## src/rtl/mips_pkg.sv

```systemverilog
// Purpose: shared types and constants for the MIPS fetch path.
// Latency: n/a (declarations only).
// Backpressure: n/a.
// Contents: fetch_state_t FSM encoding, word width, default PC step and
// reset PC, and a saturating-increment helper used by the perf counters.
package mips_pkg;

  localparam int              WORD_W           = 32;
  localparam int              PC_STEP_DEFAULT  = 4;
  localparam logic [31:0]     RESET_PC_DEFAULT = 32'h0000_0000;

  typedef enum logic [1:0] {
    IDLE  = 2'd0,
    FETCH = 2'd1,
    DRAIN = 2'd2,
    HALT  = 2'd3
  } fetch_state_t;

  function automatic logic [WORD_W-1:0] sat_inc(input logic [WORD_W-1:0] v);
    return (v == {WORD_W{1'b1}}) ? v : v + 1'b1;
  endfunction

endpackage

```

## src/rtl/fetch_slot.sv

```systemverilog
// Purpose: one-entry registered output slot between imem and decode.
// Latency: a loaded word is presented on the cycle after load_en.
// Backpressure: holds its word while instr_ready is low; can_load = !valid || ready.
// Ports: clk/rst; load_en, flush, consume controls from the fetch FSM;
// load_instr/load_pc word to capture; instr_ready from decode;
// can_load, instr_out, pc_out, instr_valid towards decode and the FSM.
module fetch_slot import mips_pkg::*; (
  input  logic              clk,
  input  logic              rst,
  input  logic              load_en,
  input  logic              flush,
  input  logic              consume,
  input  logic [WORD_W-1:0] load_instr,
  input  logic [WORD_W-1:0] load_pc,
  input  logic              instr_ready,
  output logic              can_load,
  output logic [WORD_W-1:0] instr_out,
  output logic [WORD_W-1:0] pc_out,
  output logic              instr_valid
);

  logic [WORD_W-1:0] instr_q, instr_d;
  logic [WORD_W-1:0] pc_q, pc_d;
  logic              vld_q, vld_d;

  assign can_load = !vld_q || instr_ready;

  // Flush wins over everything: a redirect drops the word even if decode
  // is accepting it in the same cycle. consume only empties the slot when
  // no new word replaces it (drain / halt path).
  always_comb begin
    instr_d = instr_q;
    pc_d    = pc_q;
    vld_d   = vld_q;
    if (flush) begin
      vld_d = 1'b0;
    end else if (load_en) begin
      instr_d = load_instr;
      pc_d    = load_pc;
      vld_d   = 1'b1;
    end else if (consume && vld_q && instr_ready) begin
      vld_d = 1'b0;
    end
  end

  always_ff @(posedge clk or posedge rst) begin
    if (rst) begin
      instr_q <= '0;
      pc_q    <= '0;
      vld_q   <= 1'b0;
    end else begin
      instr_q <= instr_d;
      pc_q    <= pc_d;
      vld_q   <= vld_d;
    end
  end

  assign instr_out   = instr_q;
  assign pc_out      = pc_q;
  assign instr_valid = vld_q;

endmodule

```

## src/rtl/imem_fetch_ctrl.sv

```systemverilog
// Purpose: fetch sequencer owning the PC; feeds decode through a one-entry slot.
// Latency: first instruction valid one cycle after entering FETCH; 1 instr/cycle.
// Backpressure: instr_ready low stalls the PC and holds the slot.
// Ports: clk, rst (async, active-high); start, halt_req, redirect_valid/pc
// control; imem_addr/imem_rdata to a combinational-read instruction memory;
// instr_out/pc_out/instr_valid/instr_ready to decode; busy, halted status.
// Optional IMEM_FETCH_PERF_EN adds saturating fetch_count and stall_count.
module imem_fetch_ctrl import mips_pkg::*; #(
  parameter logic [WORD_W-1:0] RESET_PC   = RESET_PC_DEFAULT,
  parameter int                IMEM_WORDS = 32,
  parameter int                PC_STEP    = PC_STEP_DEFAULT
) (
  input  logic              clk,
  input  logic              rst,
  input  logic              start,
  input  logic              halt_req,
  input  logic              redirect_valid,
  input  logic [WORD_W-1:0] redirect_pc,
  output logic [WORD_W-1:0] imem_addr,
  input  logic [WORD_W-1:0] imem_rdata,
  output logic [WORD_W-1:0] instr_out,
  output logic [WORD_W-1:0] pc_out,
  output logic              instr_valid,
  input  logic              instr_ready,
  output logic              busy,
  output logic              halted
`ifdef IMEM_FETCH_PERF_EN
  ,
  output logic [WORD_W-1:0] fetch_count,
  output logic [WORD_W-1:0] stall_count
`endif
);

  // Byte span of the instruction memory; all PC arithmetic wraps inside it.
  localparam logic [WORD_W-1:0] PC_SPAN = 32'(IMEM_WORDS * 4);
  localparam logic [WORD_W-1:0] STEP    = 32'(PC_STEP);

  fetch_state_t      state_q, state_d;
  logic [WORD_W-1:0] pc_q, pc_d;
  logic              slot_load, slot_flush, slot_consume, slot_can_load;

  always_comb begin
    state_d      = state_q;
    pc_d         = pc_q;
    slot_load    = 1'b0;
    slot_flush   = 1'b0;
    slot_consume = 1'b0;
    unique case (state_q)
      IDLE, HALT: begin
        if (start) begin
          state_d = FETCH;
          pc_d    = RESET_PC;
        end
      end
      FETCH: begin
        // halt beats redirect; a redirect arriving with halt is dropped.
        if (halt_req) begin
          state_d      = DRAIN;
          slot_consume = 1'b1;
        end else if (redirect_valid) begin
          pc_d       = (redirect_pc & ~32'h3) % PC_SPAN;
          slot_flush = 1'b1;
        end else if (slot_can_load) begin
          slot_load = 1'b1;
          pc_d      = (pc_q + STEP) % PC_SPAN;
        end
      end
      DRAIN: begin
        slot_consume = 1'b1;
        if (!instr_valid) state_d = HALT;
      end
      default: state_d = IDLE;
    endcase
  end

  always_ff @(posedge clk or posedge rst) begin
    if (rst) begin
      state_q <= IDLE;
      pc_q    <= RESET_PC;
    end else begin
      state_q <= state_d;
      pc_q    <= pc_d;
    end
  end

  assign imem_addr = pc_q;
  assign busy      = (state_q == FETCH) || (state_q == DRAIN);
  assign halted    = (state_q == HALT);

  fetch_slot u_slot (
    .clk         (clk),
    .rst         (rst),
    .load_en     (slot_load),
    .flush       (slot_flush),
    .consume     (slot_consume),
    .load_instr  (imem_rdata),
    .load_pc     (pc_q),
    .instr_ready (instr_ready),
    .can_load    (slot_can_load),
    .instr_out   (instr_out),
    .pc_out      (pc_out),
    .instr_valid (instr_valid)
  );

`ifdef IMEM_FETCH_PERF_EN
  logic              start_acc;
  logic [WORD_W-1:0] fetch_count_q, fetch_count_d;
  logic [WORD_W-1:0] stall_count_q, stall_count_d;

  assign start_acc = start && ((state_q == IDLE) || (state_q == HALT));

  always_comb begin
    fetch_count_d = fetch_count_q;
    stall_count_d = stall_count_q;
    if (start_acc) begin
      fetch_count_d = '0;
      stall_count_d = '0;
    end else begin
      if (slot_load) fetch_count_d = sat_inc(fetch_count_q);
      if ((state_q == FETCH) && instr_valid && !instr_ready)
        stall_count_d = sat_inc(stall_count_q);
    end
  end

  always_ff @(posedge clk or posedge rst) begin
    if (rst) begin
      fetch_count_q <= '0;
      stall_count_q <= '0;
    end else begin
      fetch_count_q <= fetch_count_d;
      stall_count_q <= stall_count_d;
    end
  end

  assign fetch_count = fetch_count_q;
  assign stall_count = stall_count_q;
`endif

endmodule

```

## config.mk

```make
export PLATFORM = sky130hd
export DESIGN_NAME = imem_fetch_ctrl
export DESIGN_NICKNAME = d
export VERILOG_FILES = /design/src/rtl/mips_pkg.sv /design/src/rtl/fetch_slot.sv /design/src/rtl/imem_fetch_ctrl.sv
export SDC_FILE = /design/constraint.sdc
export NUM_CORES = 1
export LEC_CHECK = 0
export BUFFER_PORTS_ARGS = -buffer_cell sky130_fd_sc_hd__buf_2
export CAP_MARGIN = 20
export CORE_ASPECT_RATIO = 1.1
export CORE_UTILIZATION = 38
export DETAILED_ROUTE_END_ITERATION = 8
export PLACE_DENSITY = 0.77
export SETUP_SLACK_MARGIN = 0.15
export SLEW_MARGIN = 0
export SYNTH_ARGS = -nofsm -noshare
export SYNTH_HDL_FRONTEND = slang
export SYNTH_SLANG_ARGS = --single-unit
```

## constraint.sdc

```tcl
create_clock -name clk -period 1.9 [get_ports clk]
set_clock_uncertainty 0.15 [all_clocks]
set_input_delay 0.285 -clock clk [delete_from_list [all_inputs] [get_ports clk]]
set_output_delay 0.285 -clock clk [all_outputs]
set_load 0.02 [all_outputs]
```

# == After elaboration in Yosys (flattened, before gate mapping) ==
# Index checks and enable logic that the tools add are counted.
# word_totals
ff_bits,99
in_bits,70
out_inout_bits,99
elab_cells,48
# op_classes
n_addsub,1
eq_ne,8
muxes,21
bitwise,1
n_reduce_logical,12
# ops
operator,n
2-to-1 mux 32 bit,4
one-hot mux 32 bit (2 select lines),1
2-to-1 mux 1 bit,11
"inequality test 2 bit, second input constant",4
"adder 7 x 3 -> 7 bit, second input constant",1
2-to-1 mux 2 bit,3
one-hot mux 2 bit (3 select lines),1
"== test 2 bit, second input constant",2
AND reduction 4 bit,1
"inequality test 3 bit, second input constant",1
AND reduction 3 bit,1
nonzero test 3 bit,1
"== test 2 x 1 -> 1 bit, second input constant",1
logical AND 1 bit,2
logical NOT 2 bit,1
logical OR 1 bit,2
one-hot mux 1 bit (2 select lines),1
AND reduction 2 bit,1
nonzero test 2 bit,1
OR reduction 2 bit,1
logical NOT 1 bit,1
NOT 1 bit,1

# == Depth between registers and ports, before layout ==
# logic_depth
ltp_word,8
ltp_mapped,7
mapped_depth_nobuf,5

# == Modules after synthesis ==
# Synthesis repeated with hierarchy kept, for this count alone.
# unflattened
cells_unflattened,221
area_unflattened_um2,3475.8
# modules_own_cells
module,n_inst,cells_per_inst,area_each_um2,seq_area_each_um2
fetch_slot,1,142,2752.6,1626.6
imem_fetch_ctrl,1,79,723.2,175.2

# == Worst setup path before layout ==
# No wires, ideal clock.
# synth_timing
path_kind,flip-flop to flip-flop
start,reg state_q[1]
end,"reg u_slot.instr_q[10], in the netlist u_slot.instr_out[10]"
setup_ns,0.125
arrival_time_ns,1.624
slack_ns,0.001
stages_incl_launch_ff,8
period_less_slack_ns,1.899
cell_sequence,dfrtp_1 > inv_1 > ha_1 > nand2b_4 > a211o_1 > buf_6 > buf_6 > mux2_4
# synth_between
elab_chain_cells,4
word_cells_on_any_way,5
# synth_rtl
element,line,rtl
from (decl),imem_fetch_ctrl.sv:38,"fetch_state_t state_q, state_d;"
from (signal assigned),imem_fetch_ctrl.sv:81,state_q <= state_d;
== test 2 x 1 -> 1 bit *,imem_fetch_ctrl.sv:48,unique case (state_q)
2-to-1 mux 1 bit,imem_fetch_ctrl.sv:48,
NOT 1 bit (no line),n/a,
AND reduction 2 bit (no line) *,n/a,
to (signal assigned),fetch_slot.sv:52,instr_q <= instr_d;
to (decl),fetch_slot.sv:22,"logic [WORD_W-1:0] instr_q, instr_d;"
# Every way passes the cells marked *; elsewhere a longest branch is shown, timed or not.
# A chain may end at the register's enable or synchronous reset.

# == Final worst setup path ==
# layout_timing
start,reg state_q[1]
end,"reg u_slot.pc_q[6], in the netlist u_slot.pc_out[6]"
# layout_between
elab_chain_cells,4
word_cells_on_any_way,5
# layout_rtl
element,line,rtl
== test 2 x 1 -> 1 bit *,imem_fetch_ctrl.sv:48,
2-to-1 mux 1 bit,imem_fetch_ctrl.sv:48,
NOT 1 bit (no line),n/a,
AND reduction 2 bit (no line) *,n/a,
to (signal assigned),fetch_slot.sv:53,pc_q <= pc_d;
to (decl),fetch_slot.sv:23,"logic [WORD_W-1:0] pc_q, pc_d;"
# Marked as above.

==> impl_metrics.toml <==
[sta]
fin_crit_sh = 0.982
hold_ws_ns = 0.0621
setup_tns_ns = 0
period_needed_ns = 1.87
setup_violations = 0
slew_viol_final = 0
setup_ws_ns = 0.0349
hold_viol_final = 0
grt_setup_unrepaired = "yes"
max_clock_freq_mhz = 536

[critical_path]
r2r_slack_ns = 0.03
reg2reg_depth = 6
criticalPathCategory = "register to register"
rr_endpoint = "u_slot.pc_out[6]"
required_ns = 1.93
worst_ep_arrival_time_ns = 1.89
endpoint_kind = "register"
r2r-start = "state_q[1]"
critPathMaxFanout = 18
worst_setup_path_start_kind = "register"

[clocking]
cts_buffers = 5
insertion_delay_ns = 0.29
cts-root-buf = "clkbuf_8"
cts_tree = "yes"
cts_sinks = 45
htree_levels = 2
clk_path_buf_depth = 2
clk_pin_slew_ns = 0.09

[logic_synthesis]
netlist_area_sq_mm = 0.00247
synth_edf_count = 0
async_reset_ff_frac = 1.00
synth_cell_types = 27
yosys_warnings = 0
synth_ff_type = "dfrtp_1"
synth.yosys.seq_area_share = 0.455
ys_seq_elements = 45
synth_cells = 187
avgSynthCellArea_sq_um = 13.2

[floorplan]
core_area_sq_mm = 0.00623
die-area_sq_mm = 0.00683
chipWidth_microns = 78.9
die_y_microns = 86.6
num_io_pins = 169
start_util = 0.397
rows = 30

[worst_hold_path]
min_path_cells = 2
hp-start = "imem_rdata[27]"
holdPathEnd = "u_slot.instr_out[27]"
hold_class = "input pin to register"

[status]
status = "finished, final reports clean"

[finish]
final_cell_area_sq_mm = 0.00315
nets = 371
syn_to_final_growth_pct = 27.2
finalCoreUtilization = 0.505
fin_cells = 377
final_common_cell = "buf_2"
drive_gt1_frac = 0.559
n_antenna_cell = 0
final_cell_mix = "85 x buf_2, 54 x conb_1, 44 x dfrtp_1, 30 x mux2_4, 13 x buf_4"

[power]
switching_power_mw = 2.02
p_int_mw = 3.00
p_comb_frac = 0.543
switching_share = 0.403
seqPwrFrac = 0.339
peakVddDrop_mv = 0.645
power.density_mw_per_mm2 = 1590
clock_power_share = 0.118
p_leak_nw = 1.75
finalPower_mw = 5.02

[detailed_routing]
via_per_inst = 4.39
dr_total_vias = 1654
drc = 0
drt-total-wl_microns = 5320
drt.antenna.violating_nets = 0
wl_per_cell_microns = 14.1
first_pass_iters = 4
drt_first_iter_violations = 64

[place]
gp_congestion = 0.759
pre_cts_ws_ns = 0.0276
dpl_cell_area_sq_mm = 0.00283
hpwl_microns = 3370
port_buffers = 87
placed_cells = 353

[global_route]
grt_first_pass_wirelength_microns = 7520
antenna_found_initial = 0
grt_overflow = 0
grt_usage = 0.144
grt_pass1_vias = 1571
grt_start_max_net_pins = 33

[run]
cap_violations = 0
-- power groups by stage --
stage                     registers, mW  logic, mW  clock network [mW]
after global routing               1.75       2.88               0.664
final                              1.70       2.72               0.593
after global placement             1.68       2.33                   0
after CTS                          1.69       2.58               0.624
after floorplan                    2.22       1.22                   0
after detailed placement           1.71       2.37                   0
-- synthesized netlist by cell type (all sizes together), types with 2 or more instances --
cell type | count | area [sq um]
buf | 59 | 455
dfrtp | 45 | 1130
mux2 | 38 | 541
inv | 6 | 22.5
ha | 5 | 62.6
o21ai | 5 | 25.0
a32o | 4 | 40.0
nand2b | 3 | 26.3
a211o | 2 | 17.5
a22o | 2 | 17.5
a31oi | 2 | 12.5
and4 | 2 | 17.5
mux2i | 2 | 20.0
nand2 | 2 | 7.51
o31ai | 2 | 15.0
-- flip-flops by register name (all words and copies together) (netlist names) --
name / flops
state_q: 2
u_slot.instr_out: 32
u_slot.instr_valid: 1
imem_addr: 5
u_slot.pc_out: 5
-- worst max path at each step --
stage | start | end | slack, ns | cells after the start
2_1_floorplan | state_q[1] | u_slot.instr_out[10] | 0.13 | 7
3_3_place_gp | state_q[1] | u_slot.instr_out[25] | 0.07 | 6
3_5_place_dp | state_q[0] | imem_addr[6] | 0.03 | 6
4_1_cts | state_q[1] | busy | 0.07 | 5
5_1_grt | state_q[0] | u_slot.pc_out[6] | 0.008 | 6
6_report | state_q[1] | u_slot.pc_out[6] | 0.03 | 6
-- layer usage --
metal,global-route usage,vias to the layer above,share of wire
li1,-,751,-
met1,0.167,813,0.40
met2,0.256,85,0.52
met3,0.0368,5,0.066
met4,0.0529,0,0.0090
met5,0,-,0
-- layout make-up --
type | count | area [sq um]
flip-flops and latches | 45 | 1130
inverters | 6 | 22.5
multi-input cells | 130 | 1110
clock buffers | 5 | 68.8
fillers | 584 | 3090
repair buffers | 108 | 696
well taps | 80 | 100
clock inverters | 3 | 21.3
-- logic make-up (layout without fill, tap and decap cells) --
| group | count (synthesis) | after routing | synth area share |
|---|---|---|---|
| simple gates | 10 | 10 | 0.0339 |
| compound gates | 20 | 20 | 0.0602 |
| xor+xnor | 1 | 1 | 0.00354 |
| flops | 45 | 45 | 0.455 |
| buf+inv | 65 | 122 | 0.193 |
| mux | 40 | 40 | 0.227 |
| other cells | 1 | 54 | 0.00152 |
| fa+ha+maj | 5 | 5 | 0.0253 |
-- critical path, stage by stage, from the launching register on --
cell and delay [ns]:
dfrtp_2 0.44, inv_2 0.08, ha_4 0.16, nand2b_4 0.08
a211o_4 0.34, buf_16 0.19, mux2_4 0.31
-- what timing repair did --
item / CTS / global route
pin swaps: 1 / 2
gates resized for setup: 10 / 4
gates cloned: 1 / 2
hold endpoints to repair: 13 / 0
hold buffers: 1 / 0
setup buffers: 6 / 6
setup endpoints to repair: 44 / 45
Note: power is estimated with default switching activity, not from simulation.
